`config.mk`:
```
export PLATFORM = sky130hd
export DESIGN_NAME = add_hold_reg_n
export DESIGN_NICKNAME = d
export VERILOG_FILES = /design/src/rtl/add_hold_pkg.sv /design/src/rtl/add_hold_stack.sv /design/src/rtl/add_hold_reg_n.sv
export SDC_FILE = /design/constraint.sdc
export NUM_CORES = 1
export LEC_CHECK = 0
export CAP_MARGIN = 0
export CELL_PAD_IN_SITES_DETAIL_PLACEMENT = 1
export CELL_PAD_IN_SITES_GLOBAL_PLACEMENT = 1
export CORE_UTILIZATION = 40
export CTS_CLUSTER_DIAMETER = 60
export DETAILED_ROUTE_END_ITERATION = 8
export DONT_BUFFER_PORTS = 1
export PLACE_DENSITY_LB_ADDON = 0.12
export SKIP_LAST_GASP = 1
export SLEW_MARGIN = 0
export SYNTH_ARGS = -nofsm -noshare
export SYNTH_HDL_FRONTEND = slang
export SYNTH_SLANG_ARGS = --single-unit
```
`constraint.sdc`:
```
create_clock -name CLK -period 1.8 [get_ports CLK]
set_input_delay 0.36 -clock CLK [delete_from_list [all_inputs] [get_ports CLK]]
set_output_delay 0.36 -clock CLK [all_outputs]
set_load 0.01 [all_outputs]
```
`src/rtl/add_hold_pkg.sv`:
```
// add_hold_pkg: shared types, bus precharge constant and BCD correction for the adder hold register.
// The correction is only used when DECIMAL_ADJ_EN is defined.
package add_hold_pkg;
    localparam int DEF_WIDTH = 8;
    localparam logic [63:0] BUS_PRECHARGE = '1;

    typedef struct packed {
        logic [DEF_WIDTH-1:0] data;
        logic                 c;
        logic                 v;
    } hold_entry_t;

    function automatic logic [7:0] dec_adjust(input logic [7:0] d, input logic daa, input logic dsa,
                                              input logic hc, input logic c);
        logic [7:0] w_up;
        logic [7:0] w_dn;
        w_up = (c ? 8'h60 : 8'h00) | (hc ? 8'h06 : 8'h00);
        w_dn = (c ? 8'h00 : 8'h60) | (hc ? 8'h00 : 8'h06);
        return (daa && !dsa) ? d + w_up : (dsa && !daa) ? d - w_dn : d;
    endfunction
endpackage

```
`src/rtl/add_hold_stack.sv`:
```
// add_hold_stack: DEPTH-entry history stack; a push when full drops the oldest entry.
// Independent of DECIMAL_ADJ_EN.
module add_hold_stack #(
    parameter int DEPTH = 2,
    parameter int EW    = 10,
    parameter int HW    = $clog2(DEPTH + 1)
) (
    input  logic          i_clk,
    input  logic          i_rst_n,
    input  logic          i_push,
    input  logic          i_pop,
    input  logic [EW-1:0] i_data,
    output logic [EW-1:0] o_top,
    output logic [HW-1:0] o_count,
    output logic          o_empty
);
    localparam logic [HW-1:0] FULL = HW'(DEPTH);

    logic [EW-1:0] r_mem [2**HW];
    logic [HW-1:0] r_count;
    logic          w_full;
    logic [HW-1:0] w_top_idx;

    assign w_full    = r_count == FULL;
    assign w_top_idx = r_count - 1'b1;
    assign o_empty   = r_count == '0;
    assign o_top     = r_mem[w_top_idx];
    assign o_count   = r_count;

    // Oldest entry lives at index 0, so overflow is a shift toward 0.
    always_ff @(posedge i_clk or negedge i_rst_n) begin
        if (!i_rst_n) begin
            r_count <= '0;
            for (int i = 0; i < 2**HW; i++) r_mem[i] <= '0;
        end else if (i_push) begin
            if (w_full) begin
                for (int i = 0; i < DEPTH - 1; i++) r_mem[i] <= r_mem[i+1];
                r_mem[DEPTH-1] <= i_data;
            end else begin
                r_mem[r_count] <= i_data;
                r_count        <= r_count + 1'b1;
            end
        end else if (i_pop && !o_empty) begin
            r_count <= r_count - 1'b1;
        end
    end
endmodule

```
`src/rtl/add_hold_reg_n.sv`:
```
// add_hold_reg_n: ALU result hold register with history and registered ADL/split-SB drivers.
// Define DECIMAL_ADJ_EN to add DAA/DSA/ALU_HC and BCD-correct data on load (WIDTH must be 8).
module add_hold_reg_n
    import add_hold_pkg::*;
#(
    parameter int WIDTH    = 8,
    parameter int SB_SPLIT = 7,
    parameter int DEPTH    = 2,
    parameter int HW       = $clog2(DEPTH + 1)
) (
    input  logic             CLK,
    input  logic             RST_N,
    input  logic             ALU_LOAD,
    input  logic [WIDTH-1:0] ALU_DATA,
    input  logic             ALU_COUT,
    input  logic             ALU_OVF,
`ifdef DECIMAL_ADJ_EN
    input  logic             DAA,
    input  logic             DSA,
    input  logic             ALU_HC,
`endif
    input  logic             RESTORE,
    input  logic             ADL_BUS_ENABLE,
    input  logic             SB_L_BUS_ENABLE,
    input  logic             SB_H_BUS_ENABLE,
    output logic [WIDTH-1:0] ADL_BUS,
    output logic [WIDTH-1:0] SB_BUS,
    output logic             HOLD_C,
    output logic             HOLD_V,
    output logic [HW-1:0]    HIST_COUNT,
    output logic             RESTORE_ERR
);
    localparam int EW = WIDTH + 2;

    logic [WIDTH-1:0] r_hold;
    logic             r_c;
    logic             r_v;
    logic             r_err;
    logic [WIDTH-1:0] r_adl;
    logic [WIDTH-1:0] r_sb;
    logic [WIDTH-1:0] w_load_data;
    logic [EW-1:0]    w_top;
    logic             w_empty;
    logic             w_pop;

`ifdef DECIMAL_ADJ_EN
    if (WIDTH != 8) begin : g_width_check
        $error("add_hold_reg_n: DECIMAL_ADJ_EN requires WIDTH == 8");
    end
    assign w_load_data = dec_adjust(ALU_DATA, DAA, DSA, ALU_HC, ALU_COUT);
`else
    assign w_load_data = ALU_DATA;
`endif

    assign w_pop = RESTORE && !ALU_LOAD;

    add_hold_stack #(.DEPTH(DEPTH), .EW(EW), .HW(HW)) u_stack (
        .i_clk   (CLK),
        .i_rst_n (RST_N),
        .i_push  (ALU_LOAD),
        .i_pop   (w_pop),
        .i_data  ({r_hold, r_c, r_v}),
        .o_top   (w_top),
        .o_count (HIST_COUNT),
        .o_empty (w_empty)
    );

    // Bus drivers copy the pre-edge hold value, so load-and-drive shows the old result.
    always_ff @(posedge CLK or negedge RST_N) begin
        if (!RST_N) begin
            r_hold <= '0;
            r_c    <= 1'b0;
            r_v    <= 1'b0;
            r_err  <= 1'b0;
            r_adl  <= BUS_PRECHARGE[WIDTH-1:0];
            r_sb   <= BUS_PRECHARGE[WIDTH-1:0];
        end else begin
            if (ALU_LOAD) {r_hold, r_c, r_v} <= {w_load_data, ALU_COUT, ALU_OVF};
            else if (w_pop && !w_empty) {r_hold, r_c, r_v} <= w_top;
            r_err <= w_pop && w_empty;
            if (ADL_BUS_ENABLE) r_adl <= r_hold;
            if (SB_L_BUS_ENABLE) r_sb[SB_SPLIT-1:0] <= r_hold[SB_SPLIT-1:0];
            if (SB_H_BUS_ENABLE) r_sb[WIDTH-1:SB_SPLIT] <= r_hold[WIDTH-1:SB_SPLIT];
        end
    end

    assign ADL_BUS     = r_adl;
    assign SB_BUS      = r_sb;
    assign HOLD_C      = r_c;
    assign HOLD_V      = r_v;
    assign RESTORE_ERR = r_err;
endmodule

```
==> results of run 1 <==
-- cell families (layout without fill, tap and decap cells) --
logic type,after synthesis,count (layout),share of synthesized area [%]
DFF,69,69,56.29
and+or+nand+nor,56,56,9.395
AOI/OAI and AO/OA,53,53,11.81
muxes,37,37,14.80
buffers and inverters,34,34,5.000
adders and majority gates,6,6,2.419
xor gates and xnor gates,1,1,0.2823
-- worst max-delay path, cell delays in order (launching register included) --
cell,delay (ns)
dfrtp_1,0.46
inv_1,0.12
ha_4,0.38
nand2_1,0.13
buf_4,0.20
a22o_1,0.24
-- area by class of cell --
| type | count | share of cell area, % |
|---|---|---|
| flip-flops and latches | 69 | 51.61 |
| multi-input cells | 153 | 36.60 |
| clock buffers | 12 | 3.993 |
| well taps | 99 | 3.660 |
| repair buffers | 10 | 2.329 |
| inverters | 8 | 1.035 |
| clock inverters | 4 | 0.7763 |
-- power breakdown --
part	switching, mW	internal, mW
Combinational	0.951	1.00
Clock	0.575	0.499
Sequential	0.501	2.15
-- worst max-delay path by stage --
stage	start	to	slack, ns	cells past startpoint
2_1_floorplan	u_stack.o_count[0]$_DFFE_PN0P_	u_stack.o_count[1]$_DFFE_PN0P_	0.01	8
3_3_place_gp	u_stack.o_count[1]$_DFFE_PN0P_	u_stack.r_mem[28]$_DFFE_PN0P_	0.06	5
3_5_place_dp	u_stack.o_count[1]$_DFFE_PN0P_	u_stack.r_mem[28]$_DFFE_PN0P_	0.03	5
4_1_cts	u_stack.o_count[1]$_DFFE_PN0P_	u_stack.r_mem[28]$_DFFE_PN0P_	0.004	5
5_1_grt	u_stack.o_count[1]$_DFFE_PN0P_	r_hold[1]$_DFFE_PN0P_	0.06	5
6_report	u_stack.o_count[1]$_DFFE_PN0P_	u_stack.r_mem[28]$_DFFE_PN0P_	0.15	5
-- layer usage --
layer | share of wire [%] | vias up | global-route usage, %
li1 | - | 882 | -
met3 | 4.2 | 8 | 5.838
met2 | 46 | 31 | 25.51
met5 | 0 | - | 0
met1 | 48 | 965 | 24.93
met4 | 1.2 | 0 | 6.452
-- flip-flops by register name, summed over array words and instances (netlist names) --
name,count
RESTORE_ERR,1
u_stack.r_mem,40
ADL_BUS,8
u_stack.o_count,2
HOLD_V,1
SB_BUS,8
r_hold,8
HOLD_C,1
-- cells in the mapped netlist, types with 6 or more instances --
library cell  count  area [um^2]
a21oi_1          11        55.05
a22o_1           10        87.58
and3b_1          11        96.34
clkbuf_1         18        67.56
dfrtp_1          53         1326
dfstp_2          16        420.4
ha_1              6        75.07
inv_1             8        30.03
mux2_2           21        236.5
mux2i_1          11        110.1
nand2_1          36        135.1
o21ai_0          15        75.07
-- what timing repair did --
| action | 4_1_cts | 5_1_grt |
|---|---|---|
| resized for setup | 0 | 3 |
| setup endpoints to repair | 0 | 23 |
| setup buffers | 0 | 1 |
| endpoints found under the hold margin | 69 | 69 |
==> flow_summary.toml, run 1 <==
[die]
die-area_um2 = 8114
initial_core_util_pct = 42.11
rows = 31
die_w_um = 90.08
fp.coreArea_um2 = 7370
ioPinCount = 38
die_h_um = 90.08

[critical_path]
timing.rr.start = "u_stack.o_count[1]$_DFFE_PN0P_"
timing.rr.end = "u_stack.r_mem[28]$_DFFE_PN0P_"
cp.required_ns = 2.02
reg2regPathDepth = 5
path_max_fanout = 10
r2r_slack_ns = 0.15
crit_path_end_kind = "flop"
arrival_ns = 1.87
start_kind = "flop"
crit_type = "reg -> reg"

[timing]
period_needed_ns = 1.655
fin_crit_sh_pct = 91.92
fin_ws_ns = 0.1454
fmax_mhz = 604.4
worst_clock_skew_ns = 0.009457
setup-violations-final = 0
final_max_slew_viol_count = 0
hold_viol = 69
rsz0062_at_grt = "no"
max-slew-margin-rel_pct = 77.06
fin_setup_tns_ns = 0
tightest_slew_ns = 0.3397
whs_ns = -0.2886

[pwr]
fin_total_pwr_mw = 5.681
max-vdd-ir-drop_mv = 0.6995
powerDensity_nw_per_um2 = 1679
cellLeakagePower_nw = 1.540

[clocking]
cts_root_buf = "clkbuf_8"
clk_latency_ns = 0.34
cts.sinks = 69
path_clk_slew_ns = 0.07
cts_max_level = 3
tritoncts = "done"
cts_inserted_buffers = 9
clockBufferDepth = 2

[logic_synthesis]
synth-seq-cells = 69
syn_inst = 256
synth_warnings = 0
yosysUniqueCellTypes = 27
netlist_area_um2 = 3103
seq_area_frac_synth_pct = 56.29
synthFlopType = "dfrtp_1"
synth_nets = 279
synth_edf_count = 0
async_flop_share_pct = 100.0
syn_area_per_cell_um2 = 12.12

[final_layout]
final_core_util_pct = 45.93
layout_common_cells = "dfrtp_1, nand2_1, mux2_2"
finalNetCount = 274
diodes = 0
area_growth_pct = 9.073
multiInputGateArea_um2 = 1239
seq_area_um2 = 1747
fin_area_um2 = 3385
stdcell_count = 355
final_common_cell = "dfrtp_1"
drive_gt1_share_pct = 28.52
num-fill-cells = 800

[grt]
antenna_found_initial = 0
grt_use_total_pct = 17.73
first_global_vias = 2028
grt_overflow = 0
grt_max_degree = 70
grt_pass1_wl_um = 10900

[run_status]
status = "complete, but fails checks"
violations = "negative hold slack"

[route]
drtPass1Iterations = 4
ant_nets = 0
drcViolationCount = 0
first_iter_violations = 66
vias_per_cell = 5.313
drt-wirelength-per-cell_um = 18.54
finalWirelength_um = 6582
vias = 1886

[place]
place_congestion = 0.7332
dpl.hpwl_um = 4359
dp_slack_ns = 0.03057
portBuffers = 0
place_area_um2 = 3204
dp_cells = 338

[min_path]
hold_class = "in -> async"

[flow_run]
cap_viol_max_count = 0
(Power assumes the default switching activity.)
==> run 2, diff against run 1 <==
--- a/config.mk
+++ b/config.mk
@@ -5,6 +5,7 @@
 export SDC_FILE = /design/constraint.sdc
 export NUM_CORES = 1
 export LEC_CHECK = 0
+export ABC_AREA = 0
 export CAP_MARGIN = 0
 export CELL_PAD_IN_SITES_DETAIL_PLACEMENT = 1
 export CELL_PAD_IN_SITES_GLOBAL_PLACEMENT = 1
==> results of run 2 <==
Final layout, timing and power as in run 1 (identical DEF).
==> run 3, diff against run 2 <==
--- a/config.mk
+++ b/config.mk
@@ -6,7 +6,7 @@
 export NUM_CORES = 1
 export LEC_CHECK = 0
 export ABC_AREA = 0
-export CAP_MARGIN = 0
+export CAP_MARGIN = 20
 export CELL_PAD_IN_SITES_DETAIL_PLACEMENT = 1
 export CELL_PAD_IN_SITES_GLOBAL_PLACEMENT = 1
 export CORE_UTILIZATION = 40
==> results of run 3 <==
Final layout, timing and power as in run 1 (identical DEF).
